**src/rtl/pipe_stage_skid.sv**
```systemverilog
// Pipeline stage register with valid/ready handshake and a two-entry skid buffer.
// Every output is decoded from flops, so the upstream ready path has no combinational loop.
module pipe_stage_skid #(
    parameter int                 DATA_W = 32,
    parameter logic [DATA_W-1:0]  BUBBLE = '0
) (
    input  logic              clk,
    input  logic              rst,
    input  logic              flush_i,
    input  logic              in_valid_i,
    input  logic [DATA_W-1:0] in_data_i,
    output logic              in_ready_o,
    output logic              out_valid_o,
    output logic [DATA_W-1:0] out_data_o,
    input  logic              out_ready_i,
    output logic [1:0]        occupancy_o
);

    typedef enum logic [1:0] {
        EMPTY = 2'd0,
        ONE   = 2'd1,
        TWO   = 2'd2
    } state_t;

    state_t            state_q, state_d;
    logic [DATA_W-1:0] main_q, main_d;
    logic [DATA_W-1:0] skid_q, skid_d;
    logic              in_fire, out_fire;

    assign in_ready_o  = (state_q != TWO);
    assign out_valid_o = (state_q != EMPTY);
    assign out_data_o  = main_q;
    assign in_fire     = in_valid_i & in_ready_o;
    assign out_fire    = out_valid_o & out_ready_i;

    always_comb begin
        occupancy_o = 2'd0;
        case (state_q)
            ONE:     occupancy_o = 2'd1;
            TWO:     occupancy_o = 2'd2;
            default: occupancy_o = 2'd0;
        endcase
    end

    always_ff @(posedge clk or negedge rst) begin
        if (!rst) begin
            state_q <= EMPTY;
            main_q  <= BUBBLE;
            skid_q  <= BUBBLE;
        end else begin
            state_q <= state_d;
            main_q  <= main_d;
            skid_q  <= skid_d;
        end
    end

    // Flush wins over everything; a coincident accept is dropped, a coincident delivery stands.
    always_comb begin
        state_d = state_q;
        main_d  = main_q;
        skid_d  = skid_q;
        if (flush_i) begin
            state_d = EMPTY;
            main_d  = BUBBLE;
            skid_d  = BUBBLE;
        end else begin
            case (state_q)
                EMPTY: begin
                    if (in_fire) begin
                        main_d  = in_data_i;
                        state_d = ONE;
                    end
                end
                ONE: begin
                    if (in_fire && out_fire) begin
                        main_d = in_data_i;
                    end else if (in_fire) begin
                        skid_d  = in_data_i;
                        state_d = TWO;
                    end else if (out_fire) begin
                        main_d  = BUBBLE;
                        state_d = EMPTY;
                    end
                end
                TWO: begin
                    if (out_fire) begin
                        main_d  = skid_q;
                        skid_d  = BUBBLE;
                        state_d = ONE;
                    end
                end
                default: begin
                    state_d = EMPTY;
                    main_d  = BUBBLE;
                    skid_d  = BUBBLE;
                end
            endcase
        end
    end

endmodule

```
**config.mk**
```make
export PLATFORM = sky130hd
export DESIGN_NAME = pipe_stage_skid
export DESIGN_NICKNAME = d
export VERILOG_FILES = /design/src/rtl/pipe_stage_skid.sv
export SDC_FILE = /design/constraint.sdc
export NUM_CORES = 1
export LEC_CHECK = 0
export BUFFER_PORTS_ARGS = -buffer_cell sky130_fd_sc_hd__buf_2
export CAP_MARGIN = 20
export CORE_AREA = 2 2 108 110
export CTS_BUF_LIST = sky130_fd_sc_hd__clkbuf_16
export DETAILED_ROUTE_END_ITERATION = 10
export DIE_AREA = 0 0 110 112
export HOLD_SLACK_MARGIN = 0.02
export PLACE_DENSITY = 0.55
export SYNTH_ARGS = -nofsm -noshare
export SYNTH_HDL_FRONTEND = slang
export SYNTH_SLANG_ARGS = --single-unit
```
**constraint.sdc**
```tcl
create_clock -name clk -period 3.6 [get_ports clk]
set_input_delay 1.08 -clock clk [delete_from_list [all_inputs] [get_ports clk]]
set_output_delay 1.08 -clock clk [all_outputs]
set_load 0.005 [all_outputs]
```
==> Word level (Yosys, flattened, before mapping) <==
Cells that the tools add are included.
{ "totals": {"register_bits": 66, "in_bits": 37, "output_inout_bits": 36, "word_cells": 40} }
{ "classes": {"eq_ne": 11, "n_mux": 18, "n_bitwise": 2, "n_reduce_logical": 6} }
{ "ops": {"columns": ["operator", "count"], "rows": [
  ["$mux 32", 8],
  ["$pmux 32 s3", 2],
  ["$mux 2", 6],
  ["$ne 3x3->1 const B", 4],
  ["$ne 4x4->1 const B", 3],
  ["$reduce_and 4->1", 3],
  ["$pmux 2 s3", 1],
  ["$ne 2x2->1 const B", 2],
  ["$pmux 2 s2", 1],
  ["$and 1x1->1", 2],
  ["$eq 2x1->1 const B", 1],
  ["$eq 2x2->1 const B", 1],
  ["$logic_not 2->1", 1],
  ["$reduce_bool 2->1", 1],
  ["$logic_and 1x1->1", 1]
]} }

==> Logic depth before layout (Yosys ltp) <==
{ "logic_depth": {"word_depth": 7, "ltp_mapped": 6, "mapped_depth_nobuf": 4} }

==> Worst setup path before layout <==
Ideal clock, no wire load.
{ "synth_path": {"path_type": "input-to-reg", "start": "input port flush_i", "end": "register main_q[0] (netlist: out_data_o[0])", "setup_ns": 0.075, "arrival_time_ns": 1.987, "required_ns": 3.525, "slack_ns": 1.538, "cell_stages": 4, "n_path_buf": 2, "cell_sequence": "buf_2 -> o31ai_2 -> buf_6 -> o2bb2ai_2"} }
{ "synth_via": {"elab_chain_cells": 2, "word_cells_on_any_way": 6, "cone_classes": "eq/ne: 4; mux: 1; reduce/logical: 1"} }
{ "synth_rtl": {"columns": ["item", "line", "text"], "rows": [
  ["start: declaration", "9", "input logic flush_i,"],
  ["$ne 4x4->1 (no line) or $ne 3x3->1 (tied branches)", null, null],
  ["$reduce_and 4->1 (no line)", null, null],
  ["end signal: assignment", "52", "main_q <= main_d;"],
  ["end: declaration", "26", "logic [DATA_W-1:0] main_q, main_d;"]
]} }
Several ways; a longest one is shown, not always the timed one.
A chain may end at the register's enable or synchronous reset.

==> Final worst setup path <==
{ "layout_path": {"start": "register state_q[1]", "end": "output port in_ready_o"} }
{ "layout_via": {"elab_chain_cells": 1} }
{ "layout_rtl": {"columns": ["item", "line", "text"], "rows": [
  ["start: declaration", "25", "state_t state_q, state_d;"],
  ["start signal: assignment", "51", "state_q <= state_d;"],
  ["$ne 2x2->1", "30", "assign in_ready_o = (state_q != TWO);"],
  ["end: declaration", "12", "output logic in_ready_o,"]
]} }
No other way between the ends.

==> impl_metrics.py <==
metrics = {
    "synthesis": {
        "yosys-top-cells-area": "sky130_fd_sc_hd__dfrtp_1, sky130_fd_sc_hd__o2bb2ai_2, sky130_fd_sc_hd__mux2i_1, sky130_fd_sc_hd__a22oi_1, sky130_fd_sc_hd__inv_1",
        "ys_ff_latch": 66,
        "synth_fp_nets": 309,
        "synth.top_cell.area_share_pct": 50.87,
        "synth.avg_cell_area_um2": 11.94,
        "synth_unique_cells": 25,
        "netlist_area_um2": 3247,
        "postSynthCellCount": 272,
        "yosysWarnings": 0,
        "synth_top_area_cell": "sky130_fd_sc_hd__dfrtp_1",
        "ys_seq_area_share_pct": 50.87,
    },
    "sta": {
        "clock-skew-final_ns": 0.007505,
        "worst_slew_pin_slew_ns": 1.048,
        "timing.final.ws_setup_ns": 1.105,
        "slew-limit-headroom_pct": 30.16,
        "final.hold.worst_slack_ns": 0.4922,
        "slew_viol_final": 0,
        "maxClockFrequency_mhz": 400.8,
        "final.period_utilization_pct": 69.31,
        "fin_setup_tns_ns": 0,
        "timing.final.setup_violations": 0,
        "final_period_minus_worst_setup_slack_ns": 2.495,
        "hold_viol_final": 0,
        "grt_setup_unrepaired": "false",
    },
    "clock_network": {
        "clock_tree_sinks": 66,
        "cts_buffers": 9,
        "clock_tree_root_buffer_cell": "sky130_fd_sc_hd__clkbuf_16",
        "ctsHoldBuffers": 0,
        "tritoncts": "built",
        "post_cts.repair.setup_buffers": 0,
        "clkSlewWorstSetupHoldPaths_ns": 0.06,
        "cts_repair_resize_count": 0,
        "clock_tree.htree_level_count": 3,
        "max-clock-path-buffers": 2,
        "worstSkewPairLatency_ns": 0.33,
    },
    "die": {
        "ios": 73,
        "chipHeight_um": 112,
        "std_cell_rows": 39,
        "core-area_um2": 11170,
        "die_width_um": 110,
        "start_util_pct": 29.06,
        "die-area_um2": 12320,
    },
    "routing": {
        "drt_wl_total_um": 7740,
        "routed_wire_length_per_instance_um": 15.86,
        "route.vias.total": 2311,
        "drt_drc_violations_left": 0,
        "drt_iter0_drc": 90,
        "routed_via_density": 4.736,
        "firstDrtPassIters": 4,
        "ant_nets": 0,
    },
    "grt": {
        "grtUsageTotal_pct": 13.60,
        "grt_max_degree": 35,
        "grt_remaining_overflow": 0,
        "grt_pass1_vias": 2432,
        "wire_length_of_the_first_global_routing_pass_um": 12650,
        "grt_antenna_before_repair": 0,
    },
    "critical_path": {
        "critical_path.endpoint_type": "output port",
        "cp_cell_sequence": "nor2b_4 > inv_1 > buf_2",
        "critical_path.n_buffers_inverters": 2,
        "critPathLaunch": "state_q[1]",
        "crit_path_start_kind": "register",
        "worstReg2RegStart": "state_q[1]",
        "worstPathMaxFanout": 13,
        "slowest_delay_ns": 0.48,
        "worst_ep_arrival_time_ns": 1.42,
        "timing.critical_path.slowest_stage_cell": "sky130_fd_sc_hd__dfrtp_1",
        "worst-setup-path-type": "register to output port",
        "path_delay_family": "flip-flops",
        "worst-endpoint-required_ns": 2.52,
    },
    "worst_hold_path": {
        "holdCritPathClass": "register to register",
        "hp-start": "out_data_o[8]",
    },
    "outcome": {
        "run_status": "complete, no violations",
    },
    "placed_design": {
        "dp_hpwl_um": 4958,
        "dp_cells": 472,
        "gp_congestion": 0.7338,
        "dpl_worst_slack_ns": 0.8833,
        "buffer_ports.inserted": 72,
    },
    "power_and_ir_drop": {
        "power_per_cell_area_nw_per_um2": 513.5,
        "static-leakage-power_nw": 1.937,
        "irDropWorstVdd_uv": 182.0,
        "finalPower_mw": 2.068,
    },
    "layout": {
        "post_route_cells_drive_above_1_share_pct": 37.39,
        "finalNonFillerCells": 488,
        "final_cell_mix": "sky130_fd_sc_hd__buf_2, sky130_fd_sc_hd__dfrtp_1, sky130_fd_sc_hd__inv_1",
        "nets": 377,
        "area_growth_syn_to_fin_pct": 24.05,
        "layout_commonest_cell": "sky130_fd_sc_hd__buf_2",
        "antenna_cells_inserted": 0,
    },
    "flow_run": {
        "timing.max_cap.violations": 0,
    },
}
[synthesized netlist by cell type]
cell	n
sky130_fd_sc_hd__o22a_1	1
sky130_fd_sc_hd__o21a_1	1
sky130_fd_sc_hd__clkbuf_1	3
sky130_fd_sc_hd__nor2b_1	3
sky130_fd_sc_hd__o21ai_0	1
sky130_fd_sc_hd__buf_6	9
sky130_fd_sc_hd__buf_4	4
sky130_fd_sc_hd__inv_1	34
sky130_fd_sc_hd__buf_2	5
sky130_fd_sc_hd__dfrtp_1	66
sky130_fd_sc_hd__o2bb2ai_2	30
sky130_fd_sc_hd__a21oi_1	1
sky130_fd_sc_hd__mux2i_1	33
sky130_fd_sc_hd__nor2_4	1
sky130_fd_sc_hd__a21oi_2	1
sky130_fd_sc_hd__o2bb2ai_1	2
sky130_fd_sc_hd__and2b_2	1
sky130_fd_sc_hd__a21o_2	1
sky130_fd_sc_hd__nor2_1	4
sky130_fd_sc_hd__nor3_1	1
sky130_fd_sc_hd__nor2b_2	1
sky130_fd_sc_hd__nand2_1	34
sky130_fd_sc_hd__o21ai_1	2
sky130_fd_sc_hd__a22oi_1	32
sky130_fd_sc_hd__o31ai_2	1
[kinds of logic after synthesis]
logic type / Yosys count / share of synthesized area, %
AOI/OAI and AO/OA: 73 / 23.85
DFF: 66 / 50.87
buffers and inverters: 55 / 9.094
and+or+nand+nor: 45 / 6.011
muxes: 33 / 10.17
[metal layers]
layer | track usage, % | share of wire (%) | vias up
li1 | - | - | 1092
met1 | 18.75 | 47 | 1167
met2 | 20.04 | 47 | 42
met3 | 3.864 | 4.5 | 10
met4 | 5.316 | 1.5 | 0
met5 | 0 | 0 | -
[flip-flops by register name, indices dropped and copies added, names as in the netlist]
name and cells:
out_data_o 32, state_q 2, skid_q 32
[where the power goes]
group	internal, mW	switching (mW)	leakage, nW	total (mW)
registers	0.789	0.0342	0.898	0.823
clock network	0.670	0.319	0.168	0.988
logic	0.105	0.152	0.871	0.257
[through the flow]
stage / util (%) / area [um2]
3_3_place_gp: 33.04 / 3692
2_1_floorplan: - / 3247
5_1_grt: 36.04 / 4028
4_1_cts: 36.04 / 4028
3_5_place_dp: 33.04 / 3692
6_report: 36.04 / 4028
[final cells by class]
cell class / instances / area (um2)
Inverter: 34 / 127.6
Timing Repair Buffer: 78 / 405.4
Tap cell: 143 / 178.9
Multi-Input combinational cell: 151 / 1329
Fill cell: 1120 / 7147
Sequential cell: 66 / 1652
Clock inverter: 7 / 110.1
Clock buffer: 9 / 225.2
[path summary, 6_finish.rpt]
path	depth (start not counted)	slack, ns	endpoint
max	3	1.10	in_ready_o
max reg2reg	4	1.53	out_data_o[14]
min reg2reg	1	0.49	out_data_o[8]
max in group asynchronous	2	2.47	skid_q[16]
min	1	0.49	out_data_o[8]
min in group asynchronous	2	0.80	skid_q[3]
[worst register-to-register path, delay by kind of cell (launching register included)]
family             cells  cell delay [ns]
AOI/OAI and AO/OA      3             1.14
DFF                    1             0.48
and+or+nand+nor        1             0.30
No activity file was read; power rests on OpenSTA's default activity.
